### config.mk
export PLATFORM = sky130hd
export DESIGN_NAME = fetch_stage
export DESIGN_NICKNAME = d
export VERILOG_FILES = /design/src/rtl/fetch_stage_pkg.sv /design/src/rtl/fetch_npc.sv /design/src/rtl/fetch_stage.sv
export SDC_FILE = /design/constraint.sdc
export NUM_CORES = 1
export LEC_CHECK = 0
export CAP_MARGIN = 25
export CORE_MARGIN = 4
export CORE_UTILIZATION = 40
export DETAILED_ROUTE_END_ITERATION = 16
export GPL_ROUTABILITY_DRIVEN = 1
export PLACE_DENSITY = 0.65
export SKIP_LAST_GASP = 1
export SLEW_MARGIN = 20
export SYNTH_ARGS = -nofsm -noshare
export SYNTH_HDL_FRONTEND = slang
export SYNTH_HIERARCHICAL = 1
export SYNTH_SLANG_ARGS = --single-unit
### constraint.sdc
create_clock -name clk -period 7.3 [get_ports clk]
set_input_delay 1.46 -clock clk [delete_from_list [all_inputs] [get_ports clk]]
set_output_delay 1.46 -clock clk [all_outputs]
set_load 0.02 [all_outputs]
### src/rtl/fetch_stage_pkg.sv
// Shared definitions for the instruction fetch stage: fetch FSM states, next-pc
// select codes, word width, NOP encoding and opcode/funct field positions.
package fetch_stage_pkg;

    localparam int XLEN = 32;

    localparam logic [XLEN-1:0] NOP_INSTR = 32'h0000_0000;

    localparam int OP_MSB    = 31;
    localparam int OP_LSB    = 26;
    localparam int FUNCT_MSB = 5;
    localparam int FUNCT_LSB = 0;

    typedef enum logic [1:0] {
        ST_IDLE,
        ST_FETCH,
        ST_SKID,
        ST_DRAIN
    } fetch_state_e;

    typedef enum logic [1:0] {
        NPC_PLUS4,
        NPC_BR,
        NPC_J,
        NPC_LATCH
    } npc_sel_e;

endpackage

### src/rtl/fetch_npc.sv
// Combinational next-pc select: sequential pc+4, branch target, jump target,
// or the redirect target latched while a request drains.
module fetch_npc
    import fetch_stage_pkg::*;
(
    input  logic [XLEN-1:0] pc,
    input  logic [XLEN-1:0] br_target,
    input  logic [XLEN-1:0] j_target,
    input  logic [XLEN-1:0] latched_target,
    input  logic [1:0]      sel,
    output logic [XLEN-1:0] pc_plus4,
    output logic [XLEN-1:0] npc
);

    // Wraps modulo 2^32 with no overflow indication.
    assign pc_plus4 = pc + XLEN'(4);

    always_comb begin
        npc = pc_plus4;
        case (npc_sel_e'(sel))
            NPC_PLUS4: npc = pc_plus4;
            NPC_BR:    npc = br_target;
            NPC_J:     npc = j_target;
            NPC_LATCH: npc = latched_target;
            default:   npc = pc_plus4;
        endcase
    end

endmodule

### src/rtl/fetch_stage.sv
// Instruction fetch stage: issues in-order memory requests, buffers one
// instruction for decode plus one skid entry, and handles branch/jump redirects.
module fetch_stage
    import fetch_stage_pkg::*;
#(
    parameter logic [XLEN-1:0] RESET_PC = 32'h0000_0000,
    parameter logic [XLEN-1:0] NOP      = NOP_INSTR
) (
    input  logic            clk,
    input  logic            rst_n,
    output logic            imem_req,
    output logic [XLEN-1:0] imem_addr,
    input  logic            imem_ready,
    input  logic [XLEN-1:0] imem_rdata,
    input  logic            pcsrc,
    input  logic            jump,
    input  logic [XLEN-1:0] br_target,
    input  logic [XLEN-1:0] j_target,
    input  logic            id_stall,
    output logic [XLEN-1:0] instr,
    output logic            instr_valid,
    output logic [XLEN-1:0] pcplus4,
    output logic [5:0]      op,
    output logic [5:0]      funct
);

    fetch_state_e    state;
    logic [XLEN-1:0] pc;
    logic [XLEN-1:0] instr_q;
    logic [XLEN-1:0] pcplus4_q;
    logic            instr_valid_q;
    logic [XLEN-1:0] skid_instr;
    logic [XLEN-1:0] skid_pcplus4;
    logic [XLEN-1:0] tgt_q;

    logic            redirect;
    logic            accept;
    logic            consume;
    logic            out_free;
    npc_sel_e        npc_sel;
    logic [XLEN-1:0] npc;
    logic [XLEN-1:0] pc_plus4;

    assign redirect = pcsrc | jump;
    assign imem_req = (state == ST_FETCH) || (state == ST_DRAIN);
    assign accept   = imem_req & imem_ready;
    assign consume  = instr_valid_q & ~id_stall;
    assign out_free = ~instr_valid_q | consume;

    // Jump outranks branch; with no redirect, a draining request resumes at the latched target.
    always_comb begin
        if (jump)
            npc_sel = NPC_J;
        else if (pcsrc)
            npc_sel = NPC_BR;
        else if (state == ST_DRAIN)
            npc_sel = NPC_LATCH;
        else
            npc_sel = NPC_PLUS4;
    end

    fetch_npc u_npc (
        .pc             (pc),
        .br_target      (br_target),
        .j_target       (j_target),
        .latched_target (tgt_q),
        .sel            (npc_sel),
        .pc_plus4       (pc_plus4),
        .npc            (npc)
    );

    always_ff @(posedge clk) begin
        if (!rst_n) begin
            state         <= ST_IDLE;
            pc            <= RESET_PC;
            instr_q       <= NOP;
            pcplus4_q     <= '0;
            instr_valid_q <= 1'b0;
        end else begin
            if (consume) begin
                instr_valid_q <= 1'b0;
                instr_q       <= NOP;
            end

            case (state)
                ST_IDLE: begin
                    if (redirect)
                        pc <= npc;
                    state <= ST_FETCH;
                end

                ST_FETCH: begin
                    if (redirect) begin
                        // An unanswered request cannot be withdrawn: wait it out in DRAIN.
                        if (accept) begin
                            pc <= npc;
                        end else begin
                            tgt_q <= npc;
                            state <= ST_DRAIN;
                        end
                    end else if (accept) begin
                        pc <= npc;
                        if (out_free) begin
                            instr_q       <= imem_rdata;
                            pcplus4_q     <= pc_plus4;
                            instr_valid_q <= 1'b1;
                        end else begin
                            skid_instr   <= imem_rdata;
                            skid_pcplus4 <= pc_plus4;
                            state        <= ST_SKID;
                        end
                    end
                end

                ST_SKID: begin
                    if (redirect) begin
                        pc    <= npc;
                        state <= ST_FETCH;
                    end else if (!id_stall) begin
                        instr_q       <= skid_instr;
                        pcplus4_q     <= skid_pcplus4;
                        instr_valid_q <= 1'b1;
                        state         <= ST_FETCH;
                    end
                end

                ST_DRAIN: begin
                    if (accept) begin
                        pc    <= npc;
                        state <= ST_FETCH;
                    end else if (redirect) begin
                        tgt_q <= npc;
                    end
                end

                default: state <= ST_IDLE;
            endcase

            // A redirect kills whatever decode was holding, stalled or not.
            if (redirect) begin
                instr_valid_q <= 1'b0;
                instr_q       <= NOP;
            end
        end
    end

    assign imem_addr   = pc;
    assign instr       = instr_q;
    assign instr_valid = instr_valid_q;
    assign pcplus4     = pcplus4_q;
    assign op          = instr_q[OP_MSB:OP_LSB];
    assign funct       = instr_q[FUNCT_MSB:FUNCT_LSB];

endmodule

==> qor.txt, run 1 <==
Die Area -> 27,110 um2
Row count -> 57
Syn Inst Count -> 881
I/O pins -> 212
Synth Warn # -> 6
Finish-stage setup viols -> 0
Post-synth EDFFs -> 96
Worst-case clock skew -> 13.04 ps
Root buf cell -> clkbuf_16
Distinct cell type count of the synthesized netlist -> 55
Hold_sp -> imem_addr[31]$_SDFFE_PN0P_
Worst reg2reg path endpoint -> imem_addr[25]$_SDFFE_PN0P_
Hold Crit Depth -> 2
Peak VDD IR -> 0.1459 mV
Die W -> 164.7 um
Power Density -> 211.9 nW/um2
Die H -> 164.7 um
RSZ-0062 raised after global routing -> no
Wirelength per Cell -> 20.67 um
P_leak -> 4.122 nW
TritonCTS Sinks -> 195
Mapped Area -> 9817 um2
Inserted Clock Buffers -> 17
H-tree depth -> 4
WP data required -> 7360 ps
Commonest non-fill, non-tap cells in the layout -> 211 x clkdlybuf4s50_1, 99 x a21oi_1, 99 x dfxtp_1
Worst setup SP type -> primary input
HPWL Detailed -> 18,990 um
Critical setup path kind -> in -> reg
IO buf count -> 211
Residual DRC -> 0
Via Count -> 7,711
Sequential element share of the synthesized area -> 49.55%
Clk slew on worst S/H paths -> 70 ps
Total negative slack -> 0 ps
Core ar. -> 24,250 um2
Reg2Reg Depth -> 9
RR Startpoint -> state[1]$_SDFFE_PN0P_
Total GRT Usage -> 20.81%
Final Max Tran Viols -> 0
Max clock buf depth -> 2
Area Growth Syn to Fin -> 28.88%
Top FF cell, synth -> dfxtp_1
Post-Synthesis Mean Instance Area -> 11.14 um2
Initial DRT Pass Iterations -> 4
Number of global-route vias before repair -> 7,513
Synth Register Bits -> 195
Starting Density -> 40.49%
Initial antenna violation count -> 0
CTS tree -> built
Total power -> 0.002681 W
Fin crit share -> 59.89%
Post-CTS Resized -> 0
Final Hold Fails -> 0
Mapped Nets -> 988
Final WS setup -> 2928 ps
Post-CTS Setup Inserts -> 0
Final wirelength -> 28,530 um
Worst hold path type -> reg -> reg
Max-cap viol count -> 0
DR iter-0 viols -> 684
Worst-path fanout max -> 40
Worst-margin pin slew -> 975.0 ps
Hold Buf Count CTS -> 0
Pre-CTS WS -> 2452 ps
Post-DR vias/cell -> 5.588
Setup slack, reg-to-reg -> 4220 ps
GR Overflow Total -> 0
Routability cong. -> 0.8168
Final nets -> 1,149
Layout cell share with drive strength beyond 1 -> 12.23%
Worst Hold Endpoint -> imem_addr[31]$_SDFFE_PN0P_
Remaining antenna violation count -> 0
Ys async rst share -> 0%
Worst EP arrival -> 4430 ps
Clk_lat worst skew -> 430 ps
Most common cell after layout, fill and taps aside -> clkdlybuf4s50_1
Outcome -> finished, final reports clean
First-pass GRT wire length -> 44,100 um
Min Tclk post-route -> 4372 ps
Element type at the critical path end -> flip-flop
Fmax -> 228.7 MHz
Largest net degree at the start of global routing -> 67
Slew margin rel. -> 35.00%
routing by layer:
layer | share of wire, % | up-vias | global-route usage [%] | routed length [um]
met5 | 0 | - | 0 | 0
met4 | 1.2 | 0 | 4.537 | 340
met3 | 7.9 | 18 | 5.490 | 2254
met2 | 46 | 278 | 32.15 | 13230
met1 | 45 | 3758 | 29.59 | 12700
li1 | - | 3657 | - | -
synthesized netlist by cell type, types with 2 or more instances:
library cell | instances | area share, %
mux4_2 | 29 | 6.7
buf_1 | 3 | 0.11
xnor2_1 | 24 | 2.1
ha_1 | 5 | 0.64
nor3_1 | 3 | 0.15
o32ai_1 | 31 | 2.8
o211ai_1 | 33 | 2.5
buf_6 | 6 | 0.69
and2_1 | 3 | 0.19
nand3_1 | 14 | 0.71
clkbuf_1 | 36 | 1.4
o21ai_0 | 3 | 0.15
nor2_1 | 46 | 1.8
a22oi_1 | 31 | 2.4
a211oi_1 | 2 | 0.15
o21ai_1 | 2 | 0.10
and3_1 | 8 | 0.51
nor2_4 | 2 | 0.23
edfxtp_1 | 96 | 29
dfxtp_1 | 99 | 20
mux2i_1 | 33 | 3.4
inv_1 | 9 | 0.34
a31oi_1 | 2 | 0.13
buf_4 | 14 | 1.1
buf_2 | 28 | 1.4
clkbuf_8 | 3 | 0.42
nand2_1 | 79 | 3.0
mux4_1 | 2 | 0.54
nand4_1 | 11 | 0.70
xor2_1 | 4 | 0.36
or2_2 | 2 | 0.13
a21o_1 | 32 | 2.4
a21oi_1 | 99 | 5.0
and4_1 | 3 | 0.27
nand2b_1 | 35 | 2.2
a211oi_2 | 30 | 3.8
critical path, cell delays in order:
cell	delay, ps
clkdlybuf4s50_1	520
nor2_4	150
buf_4	390
and3_1	210
buf_4	340
and4_2	710
buf_4	580
cell families after synthesis:
| group | after synthesis | synth area share, % |
|---|---|---|
| simple gates | 213 | 10.69 |
| flops | 195 | 49.55 |
| buf+inv | 99 | 5.442 |
| xor+xnor | 28 | 2.498 |
| compound gates | 277 | 20.62 |
| fa+ha+maj | 5 | 0.6373 |
| mux | 64 | 10.55 |
area by class of cell:
class / instances / area (um2)
sequential: 195 / 4865
timing repair buffer: 232 / 2270
antenna: 1 / 2.502
clock inverter: 13 / 193.9
fill: 2189 / 11600
multi-input combinational: 587 / 4439
inverter: 9 / 33.78
clock buffer: 19 / 442.9
tap: 324 / 405.4
report_power, final:
group / switching [W] / total (W) / internal, W / leakage, nW
Combinational: 0.000237 / 0.000436 / 0.000199 / 2.15
Clock: 0.000430 / 0.00102 / 0.000590 / 0.303
Sequential: 0.0000387 / 0.00122 / 0.00119 / 1.67
worst max path at each step:
stage / end / from / slack (ps)
6_report: skid_pcplus4[21]$_DFFE_PP_ / jump / 2930
3_3_place_gp: skid_pcplus4[23]$_DFFE_PP_ / jump / 2470
4_1_cts: skid_pcplus4[0]$_DFFE_PP_ / jump / 2920
3_5_place_dp: skid_pcplus4[25]$_DFFE_PP_ / jump / 2450
2_1_floorplan: tgt_q[0]$_DFFE_PP_ / rst_n / 1920
5_1_grt: skid_pcplus4[17]$_DFFE_PP_ / jump / 2780
registers in the layout (all words and copies together), names as in the netlist:
signal	cells
skid_instr	32
imem_addr	32
skid_pcplus4	32
instr_valid	1
tgt_q	32
state	2
pcplus4	32
instr	32
metrics by stage:
stage	hold WS (ps)	instance area, um2	instances	util [%]
floorplan	513.7	9817	881	-
detailed placement	477.1	12010	1347	49.54
finish	486.8	12650	1380	52.18
global placement	473.0	12010	1347	49.54
global route	535.8	12650	1379	52.17
CTS	488.5	12650	1379	52.17
Note: power is estimated with default switching activity, not from simulation.
==> run 2, diff against run 1 <==
- PLACE_DENSITY: 0.65 -> 0.68
- clock period: 7.3 -> 3.6 ns (I/O delays scaled with it)
==> run 2 against run 1 <==
Effect of this change:
- first-iteration DRC count is 20% higher
- non-clock buffer count is 15 higher
- utilization is 0.41 points higher
- largest cell class unchanged
- highest routed layer unchanged
==> qor.txt, run 2 (synthesis gave the netlist of run 1 again) <==
Power Density -> 413.9 nW/um2 (+95%)
IO buf count -> 211 (unchanged)
Die Area -> 27,110 um2 (unchanged)
Worst setup SP type -> flip-flop
Layout cell share with drive strength beyond 1 -> 13.64% (+1.4 points)
Initial antenna violation count -> 1 (+1)
GR Overflow Total -> 0 (unchanged)
Crit-path cells -> inv_1, ha_1, nor2_1, inv_1, clkdlybuf4s50_1
Total power -> 0.005278 W (+97%)
Starting Density -> 40.49% (unchanged)
Core ar. -> 24,250 um2 (unchanged)
Fmax -> 330.6 MHz
Max-cap viol count -> 0 (unchanged)
RR Startpoint -> imem_addr[3]$_SDFFE_PN0P_
Number of global-route vias before repair -> 7,631 (+1.6%)
Hold_sp -> pcplus4[12]$_SDFFE_PN0P_
Post-CTS Setup Inserts -> 0 (unchanged)
Final nets -> 1,164 (+1.3%)
Inserted Clock Buffers -> 17 (unchanged)
Wirelength per Cell -> 20.68 um (about the same)
Max clock buf depth -> 2 (unchanged)
Crit-path slowest cell -> clkdlybuf4s50_1
Element type at the critical path end -> output pin
Remaining antenna violation count -> 0 (unchanged)
WP buf/inv -> 3 (-1)
HPWL Detailed -> 19,790 um (+4.2%)
TritonCTS Sinks -> 195 (unchanged)
Most common cell after layout, fill and taps aside -> clkdlybuf4s50_1
Initial DRT Pass Iterations -> 5 (+1)
Critical setup path kind -> reg -> out
Total negative slack -> 0 ps (unchanged)
Peak VDD IR -> 0.2380 mV (+63%)
RSZ-0062 raised after global routing -> no
Clk_lat worst skew -> 440 ps (about the same)
Fin crit share -> 84.02%
Final wirelength -> 28,850 um (+1.1%)
Post-CTS Resized -> 0 (unchanged)
CTS tree -> built
Worst EP arrival -> 2300 ps (-2130 ps)
Worst-margin pin slew -> 948.9 ps (-26.12 ps)
Finish-stage setup viols -> 0 (unchanged)
Pre-CTS WS -> 632.9 ps (-1820 ps)
Largest net degree at the start of global routing -> 66 (-1.5%)
I/O pins -> 212 (unchanged)
DR iter-0 viols -> 821 (+20%)
Final WS setup -> 575.3 ps (-2352 ps)
Via Count -> 7,996 (+3.7%)
Residual DRC -> 0 (unchanged)
Outcome -> finished, final reports clean
Area Growth Syn to Fin -> 29.89%
Final Max Tran Viols -> 0 (unchanged)
Final Hold Fails -> 0 (unchanged)
Crit path largest cell delay -> 590 ps (-120 ps)
Routability cong. -> 0.8302 (+1.6%)
Hold Buf Count CTS -> 0 (unchanged)
Die W -> 164.7 um (unchanged)
Clk slew on worst S/H paths -> 80 ps (about the same)
Most Frequent Cell on Critical Path -> inv_1
Die H -> 164.7 um (unchanged)
Commonest non-fill, non-tap cells in the layout -> 210 x clkdlybuf4s50_1, 99 x a21oi_1, 99 x dfxtp_1
Row count -> 57 (unchanged)
First-pass GRT wire length -> 44,130 um (about the same)
Min Tclk post-route -> 3025 ps
Post-DR vias/cell -> 5.732 (+2.6%)
P_leak -> 4.188 nW (+1.6%)
Worst hold path type -> reg -> reg
Crit path from -> state[1]$_SDFFE_PN0P_
Root buf cell -> clkbuf_16
WP data required -> 2880 ps (-4480 ps)
Total GRT Usage -> 20.92% (+0.11 points)
Worst path top cell family by delay -> buffers and inverters
Worst-path fanout max -> 10 (-75%)
Worst-case clock skew -> 13.43 ps (+0.3854 ps)
Slew margin rel. -> 36.74% (+1.7 points)
H-tree depth -> 4 (unchanged)
run 2: area by class of cell:
| type | count | area, um2 |
|---|---|---|
| Fill cell | 2116 | 11500 |
| Sequential cell | 195 | 4865 |
| Multi-Input combinational cell | 587 | 4448 |
| Timing Repair Buffer | 247 | 2415 |
| Clock buffer | 17 | 425.4 |
| Tap cell | 324 | 405.4 |
| Clock inverter | 15 | 156.4 |
| Inverter | 9 | 33.78 |
| Antenna cell | 1 | 2.502 |
run 2: worst paths after layout:
path	slack, ps	end	cells past startpoint
setup / recovery	580	imem_req	5
hold / removal	520	pcplus4[12]$_SDFFE_PN0P_	2
setup reg to reg	1000	imem_addr[24]$_SDFFE_PN0P_	8
hold reg to reg	520	pcplus4[12]$_SDFFE_PN0P_	2
run 2: power by group:
| group | switching [W] | total [W] | leakage, nW | internal [W] |
|---|---|---|---|---|
| combinational | 0.000485 | 0.000904 | 2.24 | 0.000419 |
| sequential | 0.0000822 | 0.00249 | 1.67 | 0.00240 |
| clock | 0.000957 | 0.00189 | 0.280 | 0.000932 |
| total | 0.00152 | 0.00528 | 4.19 | 0.00375 |
run 2: through the flow:
step                      cells  utilization, %  hold WS [ps]  instance area (um2)
after CTS                  1394           52.57         524.1                12750
after floorplan             881               -         513.7                 9823
final                      1395           52.59         522.6                12750
after global routing       1395           52.59         562.1                12750
after detailed placement   1362           50.18         497.8                12170
after global placement     1362           50.18         497.2                12170
run 2: per-layer routing:
metal  part of all wire [%]  wire [um]  vias up  track usage [%]
met5                      0          0        -                0
met4                    1.4        395        0            5.104
met3                    8.5       2440       25            4.467
met2                     46      13330      347            31.35
met1                     44      12690     3945            31.00
li1                       -          -     3679                -
run 2: worst register-to-register path: stages (launching register included):
cell	delay, ps
dfxtp_1	430
ha_1	240
nand2_1	130
nor2_1	500
nand4_1	200
xnor2_1	240
mux4_1	560
nand2_1	80
a21oi_1	60
==> run 3, diff against run 2 <==
- clock period: 3.6 -> 2.5 ns (I/O delays scaled with it)
==> run 3 against run 2 <==
Effect of this change:
- die area did not move
- first-iteration DRC count fell by 4.4%
- via count rose by 2.0%
- combinational power rose by 54%
- highest routed layer unchanged
- power rose by 49%
==> qor.txt, run 3 (synthesis gave the netlist of run 1 again) <==
Clk slew on worst S/H paths -> 80 ps (about the same)
Die W -> 164.7 um (unchanged)
Root buf cell -> clkbuf_16
Initial antenna violation count -> 2 (+1)
Comb pwr share -> 17.6% (+0.5 points)
Worst setup SP type -> flip-flop
Reg2Reg Depth -> 9 (+1)
Critical setup path kind -> reg -> reg
Worst reg2reg path endpoint -> imem_addr[22]$_SDFFE_PN0P_
Switching share of total power -> 27.22% (-1.7 points)
Switching power -> 0.002140 W (+40%)
Worst EP arrival -> 2740 ps (+440 ps)
Total power -> 0.007861 W (+49%)
IO buf count -> 211 (unchanged)
Power Internal -> 0.005721 W (+52%)
Clock power frac -> 37.1% (+1.3 points)
CTS tree -> built
H-tree depth -> 4 (unchanged)
Post-CTS Setup Inserts -> 0 (unchanged)
Final Max Tran Viols -> 0 (unchanged)
Final nets -> 1,186 (+1.9%)
TritonCTS Sinks -> 195 (unchanged)
Crit path from -> imem_addr[2]$_SDFFE_PN0P_
Clk_lat worst skew -> 440 ps (about the same)
Outcome -> finished, final reports clean
I/O pins -> 212 (unchanged)
Row count -> 57 (unchanged)
Final core occ -> 53.91% (+1.3 points)
Core ar. -> 24,250 um2 (unchanged)
Power Density -> 601.4 nW/um2 (+45%)
Worst-case clock skew -> 15.40 ps (+1.978 ps)
Setup slack, reg-to-reg -> 130 ps (-870 ps)
RSZ-0062 raised after global routing -> no
Residual DRC -> 0 (unchanged)
Final wirelength -> 29,250 um (+1.4%)
Slew margin rel. -> 62.00% (+25 points)
Fmax -> 422.6 MHz
Max-cap viol count -> 0 (unchanged)
RR Startpoint -> imem_addr[2]$_SDFFE_PN0P_
Crit path capture -> imem_addr[22]$_SDFFE_PN0P_
Post-DR vias/cell -> 5.753 (+0.37%)
Remaining antenna violation count -> 0 (unchanged)
Commonest non-fill, non-tap cells in the layout -> 209 x clkdlybuf4s50_1, 99 x a21oi_1, 99 x dfxtp_1
Layout filler cell count -> 2,112 (-0.19%)
Layout cell share with drive strength beyond 1 -> 15.66% (+2.0 points)
Worst hold path type -> reg -> reg
DR iter-0 viols -> 785 (-4.4%)
Total GRT Usage -> 21.19% (+0.27 points)
Layout Cells excl Fill -> 1,418 (+1.6%)
Final Hold Fails -> 0 (unchanged)
Area Growth Syn to Fin -> 33.15%
Worst-margin pin slew -> 565.9 ps (-383.1 ps)
HPWL Detailed -> 20,080 um (+1.5%)
WP data required -> 2870 ps (about the same)
First-pass GRT wire length -> 44,850 um (+1.6%)
Die Area -> 27,110 um2 (unchanged)
Via Count -> 8,158 (+2.0%)
P_leak -> 4.370 nW (+4.4%)
Number of global-route vias before repair -> 7,914 (+3.7%)
Min Tclk post-route -> 2366 ps
Worst-path fanout max -> 8 (-2)
Peak VDD IR -> 0.4914 mV (+110%)
Largest net degree at the start of global routing -> 66 (unchanged)
Starting Density -> 40.49% (unchanged)
Total negative slack -> 0 ps (unchanged)
Finish-stage setup viols -> 0 (unchanged)
Initial DRT Pass Iterations -> 6 (+1)
Fin crit share -> 94.64%
Max clock buf depth -> 2 (unchanged)
Most common cell after layout, fill and taps aside -> clkdlybuf4s50_1
GR Overflow Total -> 0 (unchanged)
Placed insts -> 1,384 (+1.6%)
Wirelength per Cell -> 20.62 um (-0.29%)
Routability cong. -> 0.8397 (+1.1%)
Die H -> 164.7 um (unchanged)
Inserted Clock Buffers -> 17 (unchanged)
Element type at the critical path end -> flip-flop
Sequential share of power -> 45.3% (-1.8 points)
[run 3: power by group through the flow]
stage	Combinational [W]	Clock (W)	Sequential, W
finish	0.00139	0.00291	0.00356
global route	0.00149	0.00309	0.00357
CTS	0.00138	0.00298	0.00356
detailed placement	0.00138	0	0.00363
global placement	0.00136	0	0.00363
floorplan	0.000676	0	0.00370
[run 3: layout make-up]
type	count	area (um2)	area share [%]
flip-flops and latches	195	4865	37.22
multi-input cells	587	4462	34.13
repair buffers	269	2679	20.49
clock buffers	17	425.4	3.255
well taps	324	405.4	3.101
clock inverters	15	196.4	1.503
inverters	9	33.78	0.2584
diodes	2	5.005	0.03829
[run 3: worst max-delay path, cell delays in order (launching register included)]
cell	delay, ps
dfxtp_1	500
ha_1	280
nand2_1	120
nor2_1	130
buf_4	180
nand3_1	100
xnor2_1	470
mux4_2	350
nand2_1	50
a21oi_1	110
[run 3: stage by stage]
step	worst slack [ps]	area [um2]	hold WS (ps)
finish	133.9	13070	529.3
floorplan	147.7	9834	513.7
detailed placement	15.95	12430	520.1
CTS	172.7	13060	525.5
global route	14.27	13070	553.9
global placement	56.02	12430	494.4
[run 3: how the worst min path moves through the flow]
stage | end | start | slack, ps | depth (start not counted)
3_5_place_dp | imem_addr[13]$_SDFFE_PN0P_ | imem_addr[13]$_SDFFE_PN0P_ | 520 | 2
2_1_floorplan | instr[0]$_SDFF_PP0_ | skid_instr[0]$_DFFE_PP_ | 510 | 2
6_report | pcplus4[12]$_SDFFE_PN0P_ | pcplus4[12]$_SDFFE_PN0P_ | 530 | 2
3_3_place_gp | imem_addr[31]$_SDFFE_PN0P_ | imem_addr[31]$_SDFFE_PN0P_ | 490 | 2
5_1_grt | imem_addr[31]$_SDFFE_PN0P_ | imem_addr[31]$_SDFFE_PN0P_ | 550 | 2
4_1_cts | instr_valid$_SDFF_PP0_ | imem_ready | 530 | 5
[run 3: per-layer routing]
metal | global-route usage, % | up-vias | share of wire, %
met5 | 0 | - | 0
met4 | 5.444 | 0 | 1.6
met3 | 4.891 | 27 | 8.1
met2 | 32.26 | 373 | 46
met1 | 30.61 | 4023 | 44
li1 | - | 3735 | -
[run 3: what timing repair did]
item | CTS | global route
hold buffers | 0 | 0
resized for setup | 3 | 1
endpoints found under the hold margin | 0 | 0
pin swaps | 0 | 0
endpoints found under the setup margin | 1 | 1
